File: config.mk
export PLATFORM = sky130hd
export DESIGN_NAME = fact_ctrl
export DESIGN_NICKNAME = d
export VERILOG_FILES = /design/src/rtl/fact_ctrl.sv
export SDC_FILE = /design/constraint.sdc
export NUM_CORES = 1
export LEC_CHECK = 0
export CORE_MARGIN = 3
export CORE_UTILIZATION = 67
export DETAILED_ROUTE_END_ITERATION = 10
export HOLD_SLACK_MARGIN = 0.06
export PLACE_DENSITY = 0.95
export SLEW_MARGIN = 40
export SYNTH_ARGS = -nofsm -noshare
export SYNTH_HDL_FRONTEND = slang
export SYNTH_SLANG_ARGS = --single-unit
File: constraint.sdc
create_clock -name clk -period 12.8 [get_ports clk]
set_input_delay 3.84 -clock clk [delete_from_list [all_inputs] [get_ports clk]]
set_output_delay 3.84 -clock clk [all_outputs]
set_load 0.03 [all_outputs]
File: src/rtl/fact_ctrl.sv
// Factorial sequencer: steers an external loadable down-counter and multiplies
// its successive values into a product register to form n! mod 2^P_WIDTH.
module fact_ctrl #(
  parameter int N_WIDTH = 8,
  parameter int P_WIDTH = 32
) (
  input  logic               clk,
  input  logic               rst_n,
  input  logic               go,
  input  logic [N_WIDTH-1:0] n_in,
  input  logic [N_WIDTH-1:0] cnt_q,
  output logic               cnt_en,
  output logic               cnt_load,
  output logic [N_WIDTH-1:0] cnt_d,
  output logic               busy,
  output logic               done,
  output logic [P_WIDTH-1:0] result,
  output logic               ovf,
  output logic [1:0]         state_dbg
);

  // Handshake: go is a level request, accepted in any IDLE cycle where it is
  // high; acceptance loads the counter the same cycle. go is ignored while
  // busy, and done pulses for exactly one cycle before returning to IDLE.

  localparam int F_WIDTH = P_WIDTH + N_WIDTH;

  typedef enum logic [1:0] {
    IDLE = 2'd0,
    MUL  = 2'd1,
    DONE = 2'd2
  } state_t;

  state_t             state, state_nxt;
  logic [P_WIDTH-1:0] product;
  logic [F_WIDTH-1:0] full_prod;
  logic               start;
  logic               step;

  // Full-width multiply so the overflow bits are visible before truncation.
  assign full_prod = F_WIDTH'(product) * F_WIDTH'(cnt_q);

  assign cnt_d     = n_in;
  assign result    = product;
  assign busy      = (state != IDLE);
  assign state_dbg = state;

  always_ff @(posedge clk) begin
    if (!rst_n) begin
      state   <= IDLE;
      product <= '0;
      ovf     <= 1'b0;
    end else begin
      state <= state_nxt;
      if (start) begin
        product <= P_WIDTH'(1);
        ovf     <= 1'b0;
      end else if (step) begin
        product <= full_prod[P_WIDTH-1:0];
        ovf     <= ovf | (|full_prod[F_WIDTH-1:P_WIDTH]);
      end
    end
  end

  always_comb begin
    state_nxt = state;
    cnt_en    = 1'b0;
    cnt_load  = 1'b0;
    done      = 1'b0;
    start     = 1'b0;
    step      = 1'b0;
    unique case (state)
      IDLE: begin
        if (go) begin
          cnt_en    = 1'b1;
          cnt_load  = 1'b1;
          start     = 1'b1;
          state_nxt = (n_in >= N_WIDTH'(2)) ? MUL : DONE;
        end
      end
      MUL: begin
        // A counter value of 1 contributes nothing, so it ends the run.
        if (cnt_q >= N_WIDTH'(2)) begin
          cnt_en = 1'b1;
          step   = 1'b1;
        end else begin
          state_nxt = DONE;
        end
      end
      DONE: begin
        done      = 1'b1;
        state_nxt = IDLE;
      end
      default: state_nxt = IDLE;
    endcase
  end

endmodule

After elaboration in Yosys (flattened, before gate mapping)
Index checks and enable logic that the tools add are counted.

storage, ports and cells
  register bits after elaboration = 35
  input bits = 19

operators by class
  $mul = 1
  $lt $le $gt $ge = 2
  equality and inequality tests = 4
  multiplexer cells = 12
  bitwise operators = 2
  reduce and logical (&&, ||, !) cells = 6

operators by type and width
  kind                                                 count
  multiplier 32 x 8 -> 40 bit                          1
  >= comparator 8 x 2 -> 1 bit, second input constant  2
  OR reduction 8 bit                                   1
  two-way mux 1 bit                                    7
  two-way mux 2 bit                                    3
  != test 2 bit, second input constant                 2
  case mux 2 bit (2 select lines)                      1
  nonzero test 2 bit                                   2
  == test 2 x 1 -> 1 bit, second input constant        1
  == test 2 bit, second input constant                 1
  logical NOT 2 bit                                    1
  case mux 1 bit (2 select lines)                      1
  AND reduction 2 bit                                  1
  OR reduction 2 bit                                   1
  inverter 1 bit                                       1
  bitwise OR 1 bit                                     1

Longest topological paths before layout
Gate-level depths: netlist (run 1).

  depth in word-level cells = 5
  depth in mapped cells = 22
  mapped depth without buffers = 20

Worst setup path before layout (run 1)
Ideal clock, no wire load.

  path type = input port to output port
  start point = in cnt_q[6]
  end point = out cnt_en
  data arrival time = 5,369 ps
  required time = 8,960 ps
  path slack = 3,591 ps
  stages on the path = 5
  buffers on the path = 1
  cell sequence = or4_1 > o41ai_1 > or2_2 > clkbuf_1 > nand2_1

on the way
  word-level cells in the longest chain between the ends = 3

ends and longest elaborated chain
  element                          line  text
  start: declaration               11    input logic [N_WIDTH-1:0] cnt_q,
  >= comparator 8 x 2 -> 1 bit     83    if (cnt_q >= N_WIDTH'(2)) begin
  two-way mux 1 bit                83
  case mux 1 bit (2 select lines)  72    unique case (state)
  end: declaration                 12    output logic cnt_en,

Every way passes these cells.

Worst setup path in the final report (run 1)
Ends and elaborated chain as after synthesis.

==> results.py, run 1 <==
metrics = {
    "floorplan": {
        "die-area_um2": 15400,
        "num_rows": 42,
        "coreArea_um2": 13400,
        "dieHeight_um": 124,
        "io_pins": 66,
        "start_util": 0.695,
        "die-width_um": 124,
    },
    "place": {
        "globalplace.congestion": 0.925,
        "dpl.hpwl_mm": 17.7,
        "placed_cell_area_um2": 10000,
        "place_ws_ns": 2.15,
        "portBuffers": 63,
    },
    "pwr": {
        "leakagePower_nw": 5.14,
        "irDropWorstVdd_mv": 0.0423,
        "power_density_nw_per_um2": 39.8,
    },
    "detailed_routing": {
        "antenna_left": 0,
        "vias": 7810,
        "drtIter0Drc": 756,
        "vias_per_cell": 6.08,
        "drc": 0,
        "wl_mm": 23.7,
        "wire_per_inst_um": 18.4,
        "firstDrtPassIters": 6,
    },
    "yosys": {
        "synth_compound_area_frac": 0.0973,
        "netlist_instances": 1078,
        "synth-xor-area-share": 0.0320,
        "syn_area_um2": 9320,
        "yosysSeqAreaShare": 0.0752,
        "synth_edf_count": 0,
        "syn_nets": 1337,
        "synth_adder_area_share": 0.467,
        "yosysWarnings": 0,
        "syn_area_per_cell_um2": 8.64,
        "synth_flop_cell": "dfxtp_1",
        "synth_top_family_by_area": "adder cells",
        "synthDistinctLibCells": 54,
        "synthMuxAreaShare": 0,
        "yosys.area_share.simple": 0.241,
        "synthArstFlopShare": 0,
        "ys_ff_latch": 35,
    },
    "critical_path": {
        "cp.arrival_ns": 6.94,
        "worst-path-max-fanout": 33,
        "path_common_cell": "clkdlybuf4s50_1",
        "critPathCaptureType": "primary output",
        "slowest_stage": "or2_2",
        "crit_start": "cnt_q[6]",
        "rr_startpoint": "result[5]",
        "cp.required_ns": 8.96,
        "path_cells": "clkdlybuf4s50_1, buf_4, or4_1, o41ai_1, or2_2, nand2_1, clkdlybuf4s50_1",
        "cp-start-kind": "input port",
        "path_delay_family": "simple AND/OR/NAND/NOR gates",
        "crit_buf_inv": 3,
        "path_class": "in2out",
        "max_stage_delay_ns": 0.64,
    },
    "finish": {
        "drive_gt1_frac": 0.0307,
        "mostFrequentLayoutCell": "and2_1",
        "antennaDiodeCount": 0,
        "multi_input_area_um2": 7810,
        "area.sequential_um2": 701,
        "final_cell_mix": "and2_1, fa_1, inv_1",
        "fin_util": 0.759,
        "n_fill_cell": 899,
        "nets": 1367,
        "finalInstanceArea_um2": 10200,
        "syn2layout_area_growth_pct": 9.09,
    },
    "timing": {
        "finalSetupViolCount": 0,
        "hold_viol_final": 0,
        "maxSlewViolCount": 0,
        "finalCritPeriodShare": 0.842,
        "hold_ws_ns": 0.572,
        "worst_slack_ns": 2.02,
        "worstMarginPinSlew_ns": 0.779,
        "period_needed_ns": 10.78,
        "rsz0062_at_grt": "false",
        "finalSetupTns_ns": 0,
        "finClkSkew_ns": 0.00450,
        "slew-limit-headroom": 0.476,
        "clock.fmax_mhz": 92.8,
    },
    "grt": {
        "met2_usage": 0.568,
        "grt_usage": 0.332,
        "grt_use_met3": 0.0527,
        "antenna_found_initial": 0,
        "grt_pass1_vias": 8415,
        "grt_first_pass_wirelength_mm": 40.2,
        "grtUsageMet1": 0.422,
        "gr-total-overflow": 0,
        "busiest_layer": "met2",
        "grt_max_degree": 37,
    },
    "clock_tree": {
        "ctsHtreeMaxLevel": 2,
        "cts_buffer_depth": 2,
        "numCtsBuffers": 5,
        "cts.sinks": 35,
        "cts.clk_slew.worst_paths_ns": 0.06,
        "cts_resized": 0,
        "cts-root-buf": "clkbuf_16",
        "clk-insertion-delay-late_ns": 0.29,
        "cts_hold_buf": 0,
        "cts_tree": "done",
        "post-cts-setup-buffers": 0,
    },
    "run_status": {
        "run_status": "finished, final reports clean",
    },
    "job": {
        "maxCapViolCount": 0,
    },
    "worst_hold_path": {
        "hold_start": "state_dbg[1]",
        "hold_class": "reg2reg",
    },
}
## cells in the mapped netlist (3+ instances only)
cell,n,area [µm²]
and2_1,211,1320
fa_1,180,3600
inv_1,153,574
nand2_1,126,473
a21oi_1,66,330
ha_1,60,751
clkbuf_1,36,135
dfxtp_1,35,701
nor2_1,28,105
xnor2_1,21,184
o21ai_0,19,95.1
a21o_1,16,120
xor2_1,13,114
buf_4,9,67.6
nor2b_1,8,50.1
nand3_1,7,35.0
a211oi_1,6,45.0
nand2b_1,6,37.5
nor3_1,6,30.0
a21boi_0,5,37.5
and3_1,5,31.3
nand4_1,5,31.3
o21a_1,5,37.5
o21bai_1,5,37.5
a21o_2,3,26.3
a221oi_1,3,26.3
nor4_1,3,18.8
or4_1,3,22.5
## logic make-up (layout without fill, tap and decap cells)
| logic type | Yosys count | in the layout |
|---|---|---|
| DFF | 35 | 35 |
| AOI/OAI and AO/OA | 146 | 146 |
| xor gates and xnor gates | 34 | 34 |
| buffers and inverters | 203 | 234 |
| adders and majority gates | 240 | 240 |
| and+or+nand+nor | 420 | 420 |
## power breakdown
group / switching (mW) / internal (mW)
sequential: 0.00934 / 0.112
combinational: 0.0923 / 0.0563
clock: 0.0510 / 0.0831
total: 0.153 / 0.252
## layer usage
| layer | up-vias | wire length [µm] |
|---|---|---|
| met4 | 0 | 1010 |
| met5 | - | 0 |
| li1 | 3388 | - |
| met3 | 107 | 2120 |
| met2 | 491 | 11800 |
| met1 | 3824 | 8780 |
## layout make-up
class                   instances  area share
clock buffers                   8      0.0154
inverters                     153      0.0565
flip-flops and latches         35      0.0689
repair buffers                 73      0.0694
well taps                     176      0.0217
multi-input cells             840       0.768
## flip-flops by register name (all words and copies together) (netlist names)
name,count
result,32
state_dbg,2
ovf,1
## final timing paths
check                                    end  slack, ns  depth (start not counted)
worst max register to register           ovf       6.73                         18
worst min-delay path            state_dbg[1]       0.57                          1
worst max-delay path                  cnt_en       2.02                          7
worst min register to register  state_dbg[1]       0.57                          1
## metrics by stage
stage	power, mW	cells
after detailed placement	0.267	1277
after CTS	0.400	1285
after global placement	0.261	1277
final	0.404	1285
after floorplan	0.220	1078
after global routing	0.421	1285
(Power assumes the default switching activity.)
==> run 2, diff against run 1 <==
--- a/config.mk
+++ b/config.mk
@@ -6,10 +6,10 @@
 export NUM_CORES = 1
 export LEC_CHECK = 0
 export CORE_MARGIN = 3
-export CORE_UTILIZATION = 67
+export CORE_UTILIZATION = 56
 export DETAILED_ROUTE_END_ITERATION = 10
 export HOLD_SLACK_MARGIN = 0.06
-export PLACE_DENSITY = 0.95
+export PLACE_DENSITY = 0.88
 export SLEW_MARGIN = 40
 export SYNTH_ARGS = -nofsm -noshare
 export SYNTH_HDL_FRONTEND = slang
==> constraint.sdc (replaced) <==
create_clock -name clk -period 9.8 [get_ports clk]
set_input_delay 2.94 -clock clk [delete_from_list [all_inputs] [get_ports clk]]
set_output_delay 2.94 -clock clk [all_outputs]
set_load 0.03 [all_outputs]
==> results.py, run 2 (synthesized netlist as in run 1, its figures left out) <==
metrics = {
    "pwr": {
        "leakagePower_nw": 5.15,
        "irDropWorstVdd_mv": 0.0538,
        "power_density_nw_per_um2": 52.6,
        "switching_power_mw": 0.198,
        "p_comb_frac": 0.355,
        "clockPowerShare": 0.352,
        "cell_internal_pwr_mw": 0.339,
        "finalPower_mw": 0.537,
        "power_frac_seq": 0.294,
        "p_sw_frac": 0.369,
    },
    "critical_path": {
        "cp.required_ns": 9.98,
        "cp.arrival_ns": 9.13,
        "critPathCaptureType": "register",
        "slowest_stage": "clkdlybuf4s50_1",
        "path_common_cell": "fa_1",
        "path_class": "in2reg",
        "cp-start-kind": "input port",
        "crit_buf_inv": 3,
        "max_stage_delay_ns": 0.87,
        "path_cells": "clkdlybuf4s50_1, and2_1, fa_1, fa_1, fa_1, inv_1, fa_1, inv_1, ha_1, a21oi_1, a21boi_0, o21ai_0, o21ai_0, a21oi_1, o21ai_1, xor2_1, or4_1, o31a_1",
        "worst-path-max-fanout": 22,
        "path_delay_family": "adder cells",
    },
    "finish": {
        "final_cell_mix": "and2_1, fa_1, inv_1",
        "instances_no_fill": 1326,
        "syn2layout_area_growth_pct": 9.52,
        "largest_reg_flops": 32,
        "antennaDiodeCount": 0,
        "finalInstanceArea_um2": 10200,
        "n_fill_cell": 1290,
        "mostFrequentLayoutCell": "and2_1",
        "drive_gt1_frac": 0.0378,
        "nets": 1368,
    },
    "grt": {
        "gr-total-overflow": 0,
        "antenna_found_initial": 0,
        "grt_first_pass_wirelength_mm": 38.9,
        "grt_usage": 0.263,
        "grt_max_degree": 37,
        "grt_pass1_vias": 8013,
    },
    "floorplan": {
        "die-area_um2": 18200,
        "num_rows": 46,
        "dieHeight_um": 135,
        "start_util": 0.580,
        "die-width_um": 135,
        "io_pins": 66,
        "coreArea_um2": 16100,
    },
    "timing": {
        "worstMarginPinSlew_ns": 0.887,
        "period_needed_ns": 8.95,
        "finalSetupViolCount": 0,
        "slew-limit-headroom": 0.407,
        "finClkSkew_ns": 0.00495,
        "finalCritPeriodShare": 0.913,
        "rsz0062_at_grt": "false",
        "finalSetupTns_ns": 0,
        "clock.fmax_mhz": 112,
        "hold_viol_final": 0,
        "maxSlewViolCount": 0,
        "hold_ws_ns": 0.553,
    },
    "detailed_routing": {
        "antenna_left": 0,
        "vias_per_cell": 5.61,
        "drc": 0,
        "wl_mm": 22.2,
        "vias": 7436,
        "drtIter0Drc": 386,
        "firstDrtPassIters": 5,
        "wire_per_inst_um": 16.7,
    },
    "clock_tree": {
        "numCtsBuffers": 5,
        "ctsHtreeMaxLevel": 2,
        "cts_tree": "done",
        "clk-insertion-delay-late_ns": 0.29,
        "cts.sinks": 35,
        "cts_hold_buf": 0,
        "post-cts-setup-buffers": 0,
        "cts_buffer_depth": 2,
        "cts.clk_slew.worst_paths_ns": 0.06,
        "cts-root-buf": "clkbuf_16",
        "cts_resized": 0,
    },
    "run_status": {
        "run_status": "finished, final reports clean",
    },
    "place": {
        "placed_cell_area_um2": 10100,
        "dp_cells": 1318,
        "dpl.hpwl_mm": 17.5,
        "portBuffers": 63,
        "globalplace.congestion": 0.946,
    },
    "worst_hold_path": {
        "hold_class": "reg2reg",
    },
    "job": {
        "maxCapViolCount": 0,
    },
}
-- run 2: changes by cell type in the layout (fill, tap and decap cells not counted), sizes merged --
cell | previous run | this run
buf | 10 | 17
clkdlybuf4s50 | 63 | 57
clkbuf | 8 | 5
clkinv | 0 | 2
bufinv | 0 | 1
-- run 2: routing by layer --
layer  global-route usage  wire [µm]  part of all wire  vias up
li1                     -          -                 -     3397
met1                0.353       9100              0.41     3721
met2                0.463      11200              0.51      278
met3               0.0294       1420             0.064       40
met4               0.0622        442             0.020        0
met5                    0          0                 0        -
-- run 2: area by class of cell --
type | count | area [µm²] | share of cell area
Clock buffer | 5 | 125 | 0.0123
Timing Repair Buffer | 74 | 683 | 0.0669
Tap cell | 216 | 270 | 0.0265
Multi-Input combinational cell | 840 | 7810 | 0.765
Inverter | 153 | 574 | 0.0563
Sequential cell | 35 | 701 | 0.0687
Clock inverter | 3 | 43.8 | 0.00429
-- run 2: stage by stage --
step	worst slack, ns	util
floorplan	2.13	-
detailed placement	0.622	0.626
finish	0.851	0.636
CTS	0.890	0.637
global route	0.508	0.636
global placement	0.794	0.627
-- run 2: path summary, 6_finish.rpt --
path,from,end,slack (ns),depth (start not counted)
worst max-delay path,cnt_q[3],ovf,0.85,18
worst min-delay path,state_dbg[1],state_dbg[1],0.55,1
worst max register to register,result[5],ovf,3.93,18
worst min register to register,state_dbg[1],state_dbg[1],0.55,1
-- run 2: power groups by stage --
stage          clock [mW]  combinational (mW)  sequential, mW
2_1_floorplan           0               0.125           0.163
3_3_place_gp            0               0.184           0.160
3_5_place_dp            0               0.190           0.160
4_1_cts             0.190               0.192           0.157
5_1_grt             0.195               0.213           0.158
6_report            0.189               0.190           0.158
-- run 2: worst reg2reg max path: cells and delay by family (launching register included) --
kind	cells	cell delay, ns
buffers and inverters	3	0.14
flip-flops	1	0.66
AO/OA/AOI/OAI	7	1.82
adder cells (fa/ha/maj)	5	2.37
XOR/XNOR	1	0.10
AND/OR/NAND/NOR	2	0.69
==> run 3, diff against run 2 <==
--- a/config.mk
+++ b/config.mk
@@ -6,10 +6,10 @@
 export NUM_CORES = 1
 export LEC_CHECK = 0
 export CORE_MARGIN = 3
-export CORE_UTILIZATION = 56
+export CORE_UTILIZATION = 62
 export DETAILED_ROUTE_END_ITERATION = 10
 export HOLD_SLACK_MARGIN = 0.06
-export PLACE_DENSITY = 0.88
+export PLACE_DENSITY = 0.91
 export SLEW_MARGIN = 40
 export SYNTH_ARGS = -nofsm -noshare
 export SYNTH_HDL_FRONTEND = slang
==> constraint.sdc (replaced) <==
create_clock -name clk -period 9 [get_ports clk]
set_input_delay 2.7 -clock clk [delete_from_list [all_inputs] [get_ports clk]]
set_output_delay 2.7 -clock clk [all_outputs]
set_load 0.03 [all_outputs]
==> results.py, run 3 (synthesized netlist as in run 1, its figures left out) <==
metrics = {
    "timing": {
        "hold_viol_final": 0,
        "finClkSkew_ns": 0.00785,
        "hold_ws_ns": 0.538,
        "period_needed_ns": 8.09,
        "rsz0062_at_grt": "false",
        "maxSlewViolCount": 0,
        "finalSetupTns_ns": 0,
        "worstMarginPinSlew_ns": 0.784,
        "finalSetupViolCount": 0,
        "clock.fmax_mhz": 124,
        "finalCritPeriodShare": 0.899,
        "slew-limit-headroom": 0.472,
    },
    "pwr": {
        "clockPowerShare": 0.330,
        "irDropWorstVdd_mv": 0.0692,
        "leakagePower_nw": 5.14,
        "p_comb_frac": 0.368,
        "cell_internal_pwr_mw": 0.358,
        "power_frac_seq": 0.302,
        "p_sw_frac": 0.372,
        "power_density_nw_per_um2": 55.9,
        "switching_power_mw": 0.212,
    },
    "finish": {
        "finalInstanceArea_um2": 10200,
        "nets": 1369,
        "area.sequential_um2": 701,
        "mostFrequentLayoutCell": "and2_1",
        "largest_reg_flops": 32,
        "multi_input_area_um2": 7810,
        "syn2layout_area_growth_pct": 9.36,
        "final_cell_mix": "and2_1, fa_1, inv_1",
        "drive_gt1_frac": 0.0324,
        "n_fill_cell": 1139,
        "antennaDiodeCount": 0,
    },
    "detailed_routing": {
        "wl_mm": 22.1,
        "drtIter0Drc": 534,
        "firstDrtPassIters": 5,
        "vias_per_cell": 5.75,
        "vias": 7451,
        "wire_per_inst_um": 17.0,
        "drc": 0,
        "antenna_left": 0,
    },
    "worst_hold_path": {
        "hold_class": "reg2reg",
        "hold_start": "state_dbg[1]",
    },
    "place": {
        "dpl.hpwl_mm": 16.8,
        "portBuffers": 63,
        "globalplace.congestion": 0.936,
        "placed_cell_area_um2": 10000,
    },
    "clock_tree": {
        "numCtsBuffers": 5,
        "cts.clk_slew.worst_paths_ns": 0.06,
        "cts_hold_buf": 0,
        "cts_resized": 0,
        "cts_buffer_depth": 2,
        "ctsHtreeMaxLevel": 2,
        "cts_tree": "done",
        "cts.sinks": 35,
        "clk-insertion-delay-late_ns": 0.29,
        "cts-root-buf": "clkbuf_16",
        "post-cts-setup-buffers": 0,
    },
    "critical_path": {
        "cp.required_ns": 9.18,
        "path_class": "in2reg",
        "slowest_stage": "fa_1",
        "cp.arrival_ns": 8.27,
        "critPathCaptureType": "register",
        "path_delay_family": "adder cells",
        "crit_start": "cnt_q[2]",
        "cp-start-kind": "input port",
        "path_common_cell": "fa_1",
        "crit_buf_inv": 5,
        "max_stage_delay_ns": 0.56,
        "worst-path-max-fanout": 33,
        "rr_startpoint": "result[7]",
        "path_cells": "clkdlybuf4s50_1, buf_4, nand2_1, fa_1, fa_1, inv_1, fa_1, inv_1, fa_1, inv_1, ha_1, o211ai_1, a21oi_1, o21ai_0, o21ai_0, a21oi_1, o21ai_1, xor2_1, or4_1, o31a_1",
    },
    "run_status": {
        "run_status": "finished, final reports clean",
    },
    "floorplan": {
        "die-area_um2": 16500,
        "io_pins": 66,
        "dieHeight_um": 129,
        "coreArea_um2": 14600,
        "start_util": 0.636,
        "num_rows": 44,
        "die-width_um": 129,
    },
    "grt": {
        "gr-total-overflow": 0,
        "busiest_layer": "met2",
        "met2_usage": 0.489,
        "antenna_found_initial": 0,
        "grt_usage": 0.283,
        "grt_first_pass_wirelength_mm": 38.2,
        "grtUsageMet1": 0.378,
        "grt_pass1_vias": 8002,
        "grt_use_met3": 0.0336,
        "grt_max_degree": 37,
    },
    "job": {
        "maxCapViolCount": 0,
    },
}
[run 3: changes by cell type in the layout (fill, tap and decap cells not counted), sizes merged]
cell | previous run | this run
clkinv | 2 | 0
bufinv | 1 | 0
clkdlybuf4s50 | 57 | 63
buf | 17 | 12
clkbuf | 5 | 8
[run 3: path summary, 6_finish.rpt]
check,to,slack [ns],cells past startpoint
setup / recovery,ovf,0.91,20
hold / removal,state_dbg[1],0.54,1
setup reg to reg,ovf,3.53,17
hold reg to reg,state_dbg[1],0.54,1
[run 3: routing by layer]
layer	up-vias	wire, µm
li1	3398	-
met5	-	0
met4	0	586
met3	60	1300
met2	282	11000
met1	3711	9240
[run 3: worst reg2reg max path, stage by stage, from the launching register on]
cell and delay [ns]:
dfxtp_1 0.59, and2_1 0.23, fa_1 0.46, fa_1 0.53, fa_1 0.50, inv_1 0.05, fa_1 0.47, inv_1 0.05
ha_1 0.36, a21oi_1 0.12, a21boi_0 0.25, o21ai_0 0.12, o21ai_0 0.34, a21oi_1 0.16, o21ai_1 0.25, xor2_1 0.10
or4_1 0.50, o31a_1 0.28
[run 3: metrics by stage]
stage / util / setup WS, ns / total power [mW] / instances
after floorplan: - / 1.57 / 0.313 / 1078
final: 0.696 / 0.911 / 0.569 / 1295
after CTS: 0.696 / 0.941 / 0.568 / 1295
after detailed placement: 0.685 / 0.660 / 0.381 / 1287
after global placement: 0.685 / 0.765 / 0.374 / 1287
after global routing: 0.696 / 0.540 / 0.596 / 1295
[run 3: final cells by class]
type | instances | area share
multi-input combinational | 840 | 0.766
inverter | 153 | 0.0564
sequential | 35 | 0.0688
clock buffer | 8 | 0.0153
timing repair buffer | 75 | 0.0707
tap | 184 | 0.0226
[run 3: power by group through the flow]
stage                     combinational (mW)  sequential [mW]  clock, mW
final                                  0.209            0.172      0.188
after CTS                              0.209            0.172      0.187
after detailed placement               0.206            0.175          0
after floorplan                        0.136            0.177          0
after global routing                   0.231            0.173      0.193
after global placement                 0.199            0.175          0
